**config.mk**
```make
export PLATFORM = sky130hd
export DESIGN_NAME = serial_rx_fifo
export DESIGN_NICKNAME = d
export VERILOG_FILES = /design/src/rtl/serial_rx_fifo.sv
export SDC_FILE = /design/constraint.sdc
export NUM_CORES = 1
export LEC_CHECK = 0
export BUFFER_PORTS_ARGS = -buffer_cell sky130_fd_sc_hd__buf_2
export CAP_MARGIN = 10
export CORE_MARGIN = 10
export CORE_UTILIZATION = 55
export CTS_BUF_LIST = sky130_fd_sc_hd__clkbuf_4
export DETAILED_ROUTE_END_ITERATION = 10
export PLACE_DENSITY = 0.73
export SKIP_CTS_REPAIR_TIMING = 1
export SLEW_MARGIN = 20
export SYNTH_ARGS = -nofsm -noshare
export SYNTH_HDL_FRONTEND = slang
export SYNTH_SLANG_ARGS = --single-unit
```
**constraint.sdc**
```tcl
create_clock -name clock -period 5.9 [get_ports clock]
set_input_delay 1.18 -clock clock [delete_from_list [all_inputs] [get_ports clock]]
set_output_delay 1.18 -clock clock [all_outputs]
set_load 0.02 [all_outputs]
```
**src/rtl/serial_rx_fifo.sv**
```systemverilog
// serial_rx_fifo: receive-side byte buffer between the serial receiver and an
// FSL master port. Each rising edge of rx_have_data_i captures one byte into a
// first-word-fall-through FIFO; the head byte is offered on an exists/read
// handshake.
//
// Ports:
//   clock          system clock, all state updates on the rising edge
//   reset          asynchronous active-low reset
//   rx_data_i      byte from the serial receiver
//   rx_have_data_i receiver data-exists level; a rising edge marks a new byte
//   fsl_data_o     registered head-of-FIFO byte, valid while fsl_exists_o is high
//   fsl_exists_o   FIFO not empty
//   fsl_read_i     pop the head byte this cycle (ignored while empty)
//   rs232_cts_o    clear-to-send toward the remote device, with hysteresis
//   overrun_o      sticky flag: a byte arrived while the FIFO was full
//   overrun_clr_i  clears overrun_o (a simultaneous overrun wins)
//   count_o        current fill count, 0..DEPTH
module serial_rx_fifo #(
  parameter int unsigned DEPTH_LOG2    = 4,
  parameter int unsigned CTS_OFF_LEVEL = 12,
  parameter int unsigned CTS_ON_LEVEL  = 8
) (
  input  logic                  clock,
  input  logic                  reset,
  input  logic [7:0]            rx_data_i,
  input  logic                  rx_have_data_i,
  output logic [7:0]            fsl_data_o,
  output logic                  fsl_exists_o,
  input  logic                  fsl_read_i,
  output logic                  rs232_cts_o,
  output logic                  overrun_o,
  input  logic                  overrun_clr_i,
  output logic [DEPTH_LOG2:0]   count_o
);

  localparam int unsigned DEPTH = 2 ** DEPTH_LOG2;
  localparam int unsigned PTR_W = DEPTH_LOG2;
  localparam int unsigned CNT_W = DEPTH_LOG2 + 1;

  localparam logic [CNT_W-1:0] FULL_CNT    = CNT_W'(DEPTH);
  localparam logic [CNT_W-1:0] CTS_OFF_CNT = CNT_W'(CTS_OFF_LEVEL);
  localparam logic [CNT_W-1:0] CTS_ON_CNT  = CNT_W'(CTS_ON_LEVEL);

  logic [7:0]       mem [DEPTH];
  logic [PTR_W-1:0] rd_ptr_q;
  logic [PTR_W-1:0] wr_ptr_q;
  logic             have_q;

  logic             wr_req_c;
  logic             rd_acc_c;
  logic             wr_acc_c;
  logic             drop_c;
  logic [CNT_W-1:0] cnt_after_rd_c;
  logic [CNT_W-1:0] count_nxt_c;
  logic [PTR_W-1:0] rd_ptr_nxt_c;
  logic [7:0]       data_nxt_c;
  logic             cts_nxt_c;

  // Handshake decode: a full FIFO still accepts a write if a read frees a slot
  always_comb begin
    wr_req_c       = rx_have_data_i & ~have_q;
    rd_acc_c       = fsl_read_i & fsl_exists_o;
    wr_acc_c       = wr_req_c & ((count_o != FULL_CNT) | rd_acc_c);
    drop_c         = wr_req_c & ~wr_acc_c;
    cnt_after_rd_c = count_o - CNT_W'(rd_acc_c);
    count_nxt_c    = cnt_after_rd_c + CNT_W'(wr_acc_c);
    rd_ptr_nxt_c   = rd_ptr_q + PTR_W'(rd_acc_c);
  end

  // Next head byte: stored entry if one survives the read, else bypass the
  // incoming byte straight into the output register
  always_comb begin
    data_nxt_c = fsl_data_o;
    if (cnt_after_rd_c != '0) begin
      data_nxt_c = mem[rd_ptr_nxt_c];
    end else if (wr_acc_c) begin
      data_nxt_c = rx_data_i;
    end
  end

  // CTS hysteresis on the post-update count
  always_comb begin
    cts_nxt_c = rs232_cts_o;
    if (rs232_cts_o && (count_nxt_c >= CTS_OFF_CNT)) begin
      cts_nxt_c = 1'b0;
    end else if (!rs232_cts_o && (count_nxt_c <= CTS_ON_CNT)) begin
      cts_nxt_c = 1'b1;
    end
  end

  // Storage array, no reset on contents
  always_ff @(posedge clock) begin
    if (wr_acc_c) begin
      mem[wr_ptr_q] <= rx_data_i;
    end
  end

  // Control and output registers
  always_ff @(posedge clock or negedge reset) begin
    if (!reset) begin
      have_q       <= 1'b0;
      rd_ptr_q     <= '0;
      wr_ptr_q     <= '0;
      count_o      <= '0;
      fsl_exists_o <= 1'b0;
      fsl_data_o   <= 8'h00;
      rs232_cts_o  <= 1'b1;
      overrun_o    <= 1'b0;
    end else begin
      have_q       <= rx_have_data_i;
      rd_ptr_q     <= rd_ptr_nxt_c;
      wr_ptr_q     <= wr_ptr_q + PTR_W'(wr_acc_c);
      count_o      <= count_nxt_c;
      fsl_exists_o <= (count_nxt_c != '0);
      fsl_data_o   <= data_nxt_c;
      rs232_cts_o  <= cts_nxt_c;
      if (drop_c) begin
        overrun_o <= 1'b1;
      end else if (overrun_clr_i) begin
        overrun_o <= 1'b0;
      end
    end
  end

endmodule

```
# ---- Word level (Yosys, flattened, before mapping)
# Memory sizes are Yosys's and may differ from the RTL's.
# Index checks and enable logic that the tools add are counted.
dict set report word_totals {
  memories 1
  reg_bits 25
  input_bits 13
  mem_bits_rw 128
  elab_cells 39
}
# name words word_bits rd rd_clocked_by_memory_dff write_ports line_no
set memory_table {}
lappend memory_table {mem 16 8 1 0 1 44} ;# logic [7:0] mem [DEPTH];
dict set report op_classes {
  n_eq_ne 1
  mux 8
  n_addsub 4
  bitwise_logic 7
  magnitude_cmp 2
  n_reduce_logical 8
}
# op count
set op_table {}
lappend op_table {{8-bit two-way mux} 2}
lappend op_table {{5-bit nonzero test} 2}
lappend op_table {{4-bit by 1-bit adder with 4-bit output} 2}
lappend op_table {{1-bit two-way mux} 6}
lappend op_table {{2-bit nonzero test} 3}
lappend op_table {{5-bit by 1-bit adder with 5-bit output} 1}
lappend op_table {{5-bit by 4-bit >= comparator with 1-bit output (second input constant)} 1}
lappend op_table {{5-bit by 4-bit less-or-equal comparator with 1-bit output (second input constant)} 1}
lappend op_table {{5-bit inequality test (second input constant)} 1}
lappend op_table {{5-bit by 1-bit subtractor with 5-bit output} 1}
lappend op_table {{1-bit AND} 4}
lappend op_table {{1-bit logical AND} 2}
lappend op_table {{1-bit inverter} 2}
lappend op_table {{1-bit logical NOT} 1}
lappend op_table {{1-bit OR} 1}

# ---- Depth between registers and ports, before layout
dict set report depth {
  depth_word 8
  mapped_depth 11
  mapped_depth_nobuf 9
}

# ---- Worst setup path after synthesis
# OpenSTA, ideal clock, no wires.
dict set report synth_timing {
  path_kind {input -> register}
  from {input port fsl_read_i}
  to {register fsl_exists_o}
  setup_time_ns 0.131
  t_required_ns 5.769
  slack_ns 2.675
  stages 10
  t_arrival_ns 3.094
  path_cell_list {a211oi_4 > a21o_4 > buf_6 > inv_1 > ha_1 > ha_1 > nand2b_1 > a31oi_1 > xnor2_1 > or3_1}
}
dict set report synth_between {
  elab_chain_len 5
  elab_cells_between_ends 6
  cone_classes {2 x add/sub; 3 x bitwise; 1 x reduce/logical}
}
# item line_no
set synth_rtl {}
lappend synth_rtl {{start: declaration} 29} ;# input logic fsl_read_i,
lappend synth_rtl {{1-bit AND *} 62} ;# rd_acc_c = fsl_read_i & fsl_exists_o;
lappend synth_rtl {{branches (longest 2 deep; another with 5-bit by 1-bit subtractor with 5-bit output)} -}
lappend synth_rtl {{5-bit by 1-bit adder with 5-bit output *} 66} ;# count_nxt_c = cnt_after_rd_c + CNT_W'(wr_acc_c);
lappend synth_rtl {{named net count_nxt_c[4]} 54} ;# logic [CNT_W-1:0] count_nxt_c;
lappend synth_rtl {{5-bit nonzero test *} 114} ;# fsl_exists_o <= (count_nxt_c != '0);
lappend synth_rtl {{end signal: assignment} 114}
lappend synth_rtl {{end: declaration} 28} ;# output logic fsl_exists_o,
# Mark *: on every way through the listed nets, which the timed path passes.
# A chain may end at the register's enable or synchronous reset.

# ---- Worst setup path after layout
# Ends and elaborated chain as after synthesis.

==> impl_results.md <==
- Status: complete, no violations
- Die Area: 16000 um^2
- DIE WIDTH: 126 um
- R2R Path End: fsl_exists_o
- Via density per instance: 6.04
- Fin crit share: 0.544
- Worst Max-Slew Pin Slew: 0.949 ns
- Fmax achieved: 312 MHz
- First drt pass iteration count: 5
- #FFs+latches synth: 153
- Drt total wl: 12.0 mm
- Final #Nets: 381
- Largest net degree at the start of global routing: 28
- Reg2Reg Setup Slack: 2.88 ns
- Leak pwr: 0.00237 uW
- Core ar.: 11000 um^2
- Fin Hold WS: 0.520 ns
- Effective utilization at floorplan: 0.567
- Clock skew: 0.0255 ns
- Die Y: 126 um
- Initial antenna violation count: 0
- Worst Hold Depth: 1
- Drt drc: 0
- Layout cells sized above 1: 0.300
- Global-route wire length before repair: 18.7 mm
- Non-Filler Instances: 513
- All-Layer GR Usage: 0.155
- DP Area: 6520 um^2
- Netlist Area Pre-Place: 6230 um^2
- Worst min-delay path category: register to register
- Worst path bufs/invs: 2
- WL met1: 4.89 mm
- Top layer in use: met4
- Sequential cell area fraction in the yosys report: 0.718
- Root buf cell: clkbuf_4
- Worst skew pair latency: 0.53 ns
- Setup Viol. Count Final: 0
- Post-route ant nets: 0
- Crit path max-delay family: compound AO/OA/AOI/OAI gates
- Design Area, Final: 6830 um^2
- Maxcap violations: 0
- CTS buffer count: 17
- Headroom to the max-slew limit: 0.365
- FP Rows: 38
- Crit path kind: primary input to register
- Top-area cell type share of the netlist area: 0.617
- Fin. Hold Viols: 0
- Syn avg cell area: 19.6 um^2
- Max clock buf depth: 2
- Worst path cell trace: buf_2 > a211oi_4 > a21o_4 > inv_1 > ha_1 > ha_1 > and4b_1 > a31oi_1 > xnor2_1 > or3_1
- RSZ-0062 raised after global routing: false
- Crit Reg-Reg Startpoint: count_o[4]
- CTS HTree Levels: 4
- Clk sink count: 153
- CP startpoint: fsl_read_i
- Met2 WL: 5.91 mm
- Crit path launch type: primary input
- N_diodes: 0
- Iter 0 DRT Violations: 369
- Critical Path Sink Type: register
- Leading cell type in the layout, fill and taps excluded: edfxtp_1
- Synth Instances: 318
- Post-DR wirelength/cell: 23.4 um
- Worst reg-to-reg path cell count: 9
- Clk slew on worst S/H paths: 0.13 ns
- Worst path required time: 6.31 ns
- Routability congestion estimate: 0.795
- Post-DP HPWL: 7.77 mm
- Power Dens Cells: 500 nW/um^2
- Slowest CP cell: a211oi_4
- Sum Neg Setup Slack: 0 ns
- Port-buffer cells: 28
- Number of global-route vias before repair: 3191
- IO Pins: 29
- Placed cells: 481
- Worst Hold Launch: rd_ptr_q[2]
- Yosys warning count: 0
- Grt ovf: 0
- Met3 WL: 1.05 mm
- Delay of the slowest cell on the worst path: 0.55 ns
- Synth unique cells: 40
- Max VDD drop: 444 uV
- Most common cell on crit path: ha_1
- Mapped Nets: 339
- Top post-synthesis cells by area: edfxtp_1 (62%), mux4_2 (12%), dfrtp_1 (9.6%)
- Crit path DAT: 3.62 ns
- WHS Endpoint: rd_ptr_q[2]
- Area Growth Syn to Fin: 9.71%
- Most frequent cells in the layout: edfxtp_1 (128), mux4_2 (32), buf_2 (28)
- Cell taking the most area after synthesis: edfxtp_1
- Final min period: 3.21 ns
- Final Max Slew Viols: 0
- CTS tree: yes
- Critical Path Fanout Max: 14
- Via count: 3096
[routing by layer]
layer,track usage,up-vias
met5,0,-
met4,0.0489,0
met3,0.0458,16
met2,0.241,121
met1,0.206,1579
li1,-,1380
[through the flow]
| step | power (uW) | worst slack (ns) | util |
|---|---|---|---|
| floorplan | 2470 | 2.68 | - |
| global placement | 2750 | 2.13 | 0.593 |
| detailed placement | 2780 | 2.18 | 0.593 |
| CTS | 3440 | 2.76 | 0.622 |
| global route | 3610 | 2.57 | 0.622 |
| finish | 3420 | 2.69 | 0.622 |
[cell type report]
cell class,count,area (um^2)
Clock inverter,15,185
Inverter,16,60.1
Clock buffer,17,128
Tap cell,140,175
Multi-Input combinational cell,136,1610
Fill cell,749,4150
Timing Repair Buffer,36,200
Sequential cell,153,4470
[worst max path at each step]
stage	endpoint	slack, ns	depth (start not counted)
3_3_place_gp	fsl_data_o[2]	2.13	7
5_1_grt	fsl_data_o[1]	2.57	7
3_5_place_dp	fsl_exists_o	2.18	10
2_1_floorplan	fsl_exists_o	2.68	10
4_1_cts	fsl_exists_o	2.76	10
6_report	fsl_exists_o	2.69	10
[registers in the layout (all words and copies together), names as in the netlist]
name          flops
wr_ptr_q          4
fsl_exists_o      1
rd_ptr_q          4
count_o           5
rs232_cts_o       1
fsl_data_o        8
mem             128
overrun_o         1
have_q            1
[synth_stat cells]
master     instances
buf_2              3
a221oi_1           8
xor2_1             5
edfxtp_1         128
o22ai_1            1
buf_4              3
mux4_2            32
o21a_2             1
nor3b_1            1
nor4_1             1
ha_1               8
a211oi_1           8
a21oi_1            1
xnor2_1            2
a31oi_1            1
o21ai_0            1
mux2i_1           16
and2b_1            1
nand2b_1           4
nand2_1            4
nand4b_4           1
nor3b_2            2
dfstp_2            1
and4b_1            1
dfrtp_1           24
a21o_4             1
nor2_1            10
o21ba_1            1
inv_1             16
nand3b_1           3
a2111oi_0          8
nor3_1             6
xor2_4             1
a211oi_4           1
and2_1             1
buf_6              4
or3_1              2
clkbuf_1           3
nand3_1            2
xnor2_2            1
[cells by family after synthesis]
logic type      Yosys count  synth area share
compound gates           32            0.0444
xor+xnor                  9            0.0169
fa+ha+maj                 8            0.0161
buf+inv                  29            0.0247
flops                   153             0.718
mux                      48             0.141
simple gates             39            0.0384
[power breakdown]
group | switching [uW] | internal, uW
Combinational | 718 | 611
Sequential | 102 | 1310
Clock | 404 | 270
Total | 1220 | 2190
Power figures use the tool's default switching activity.
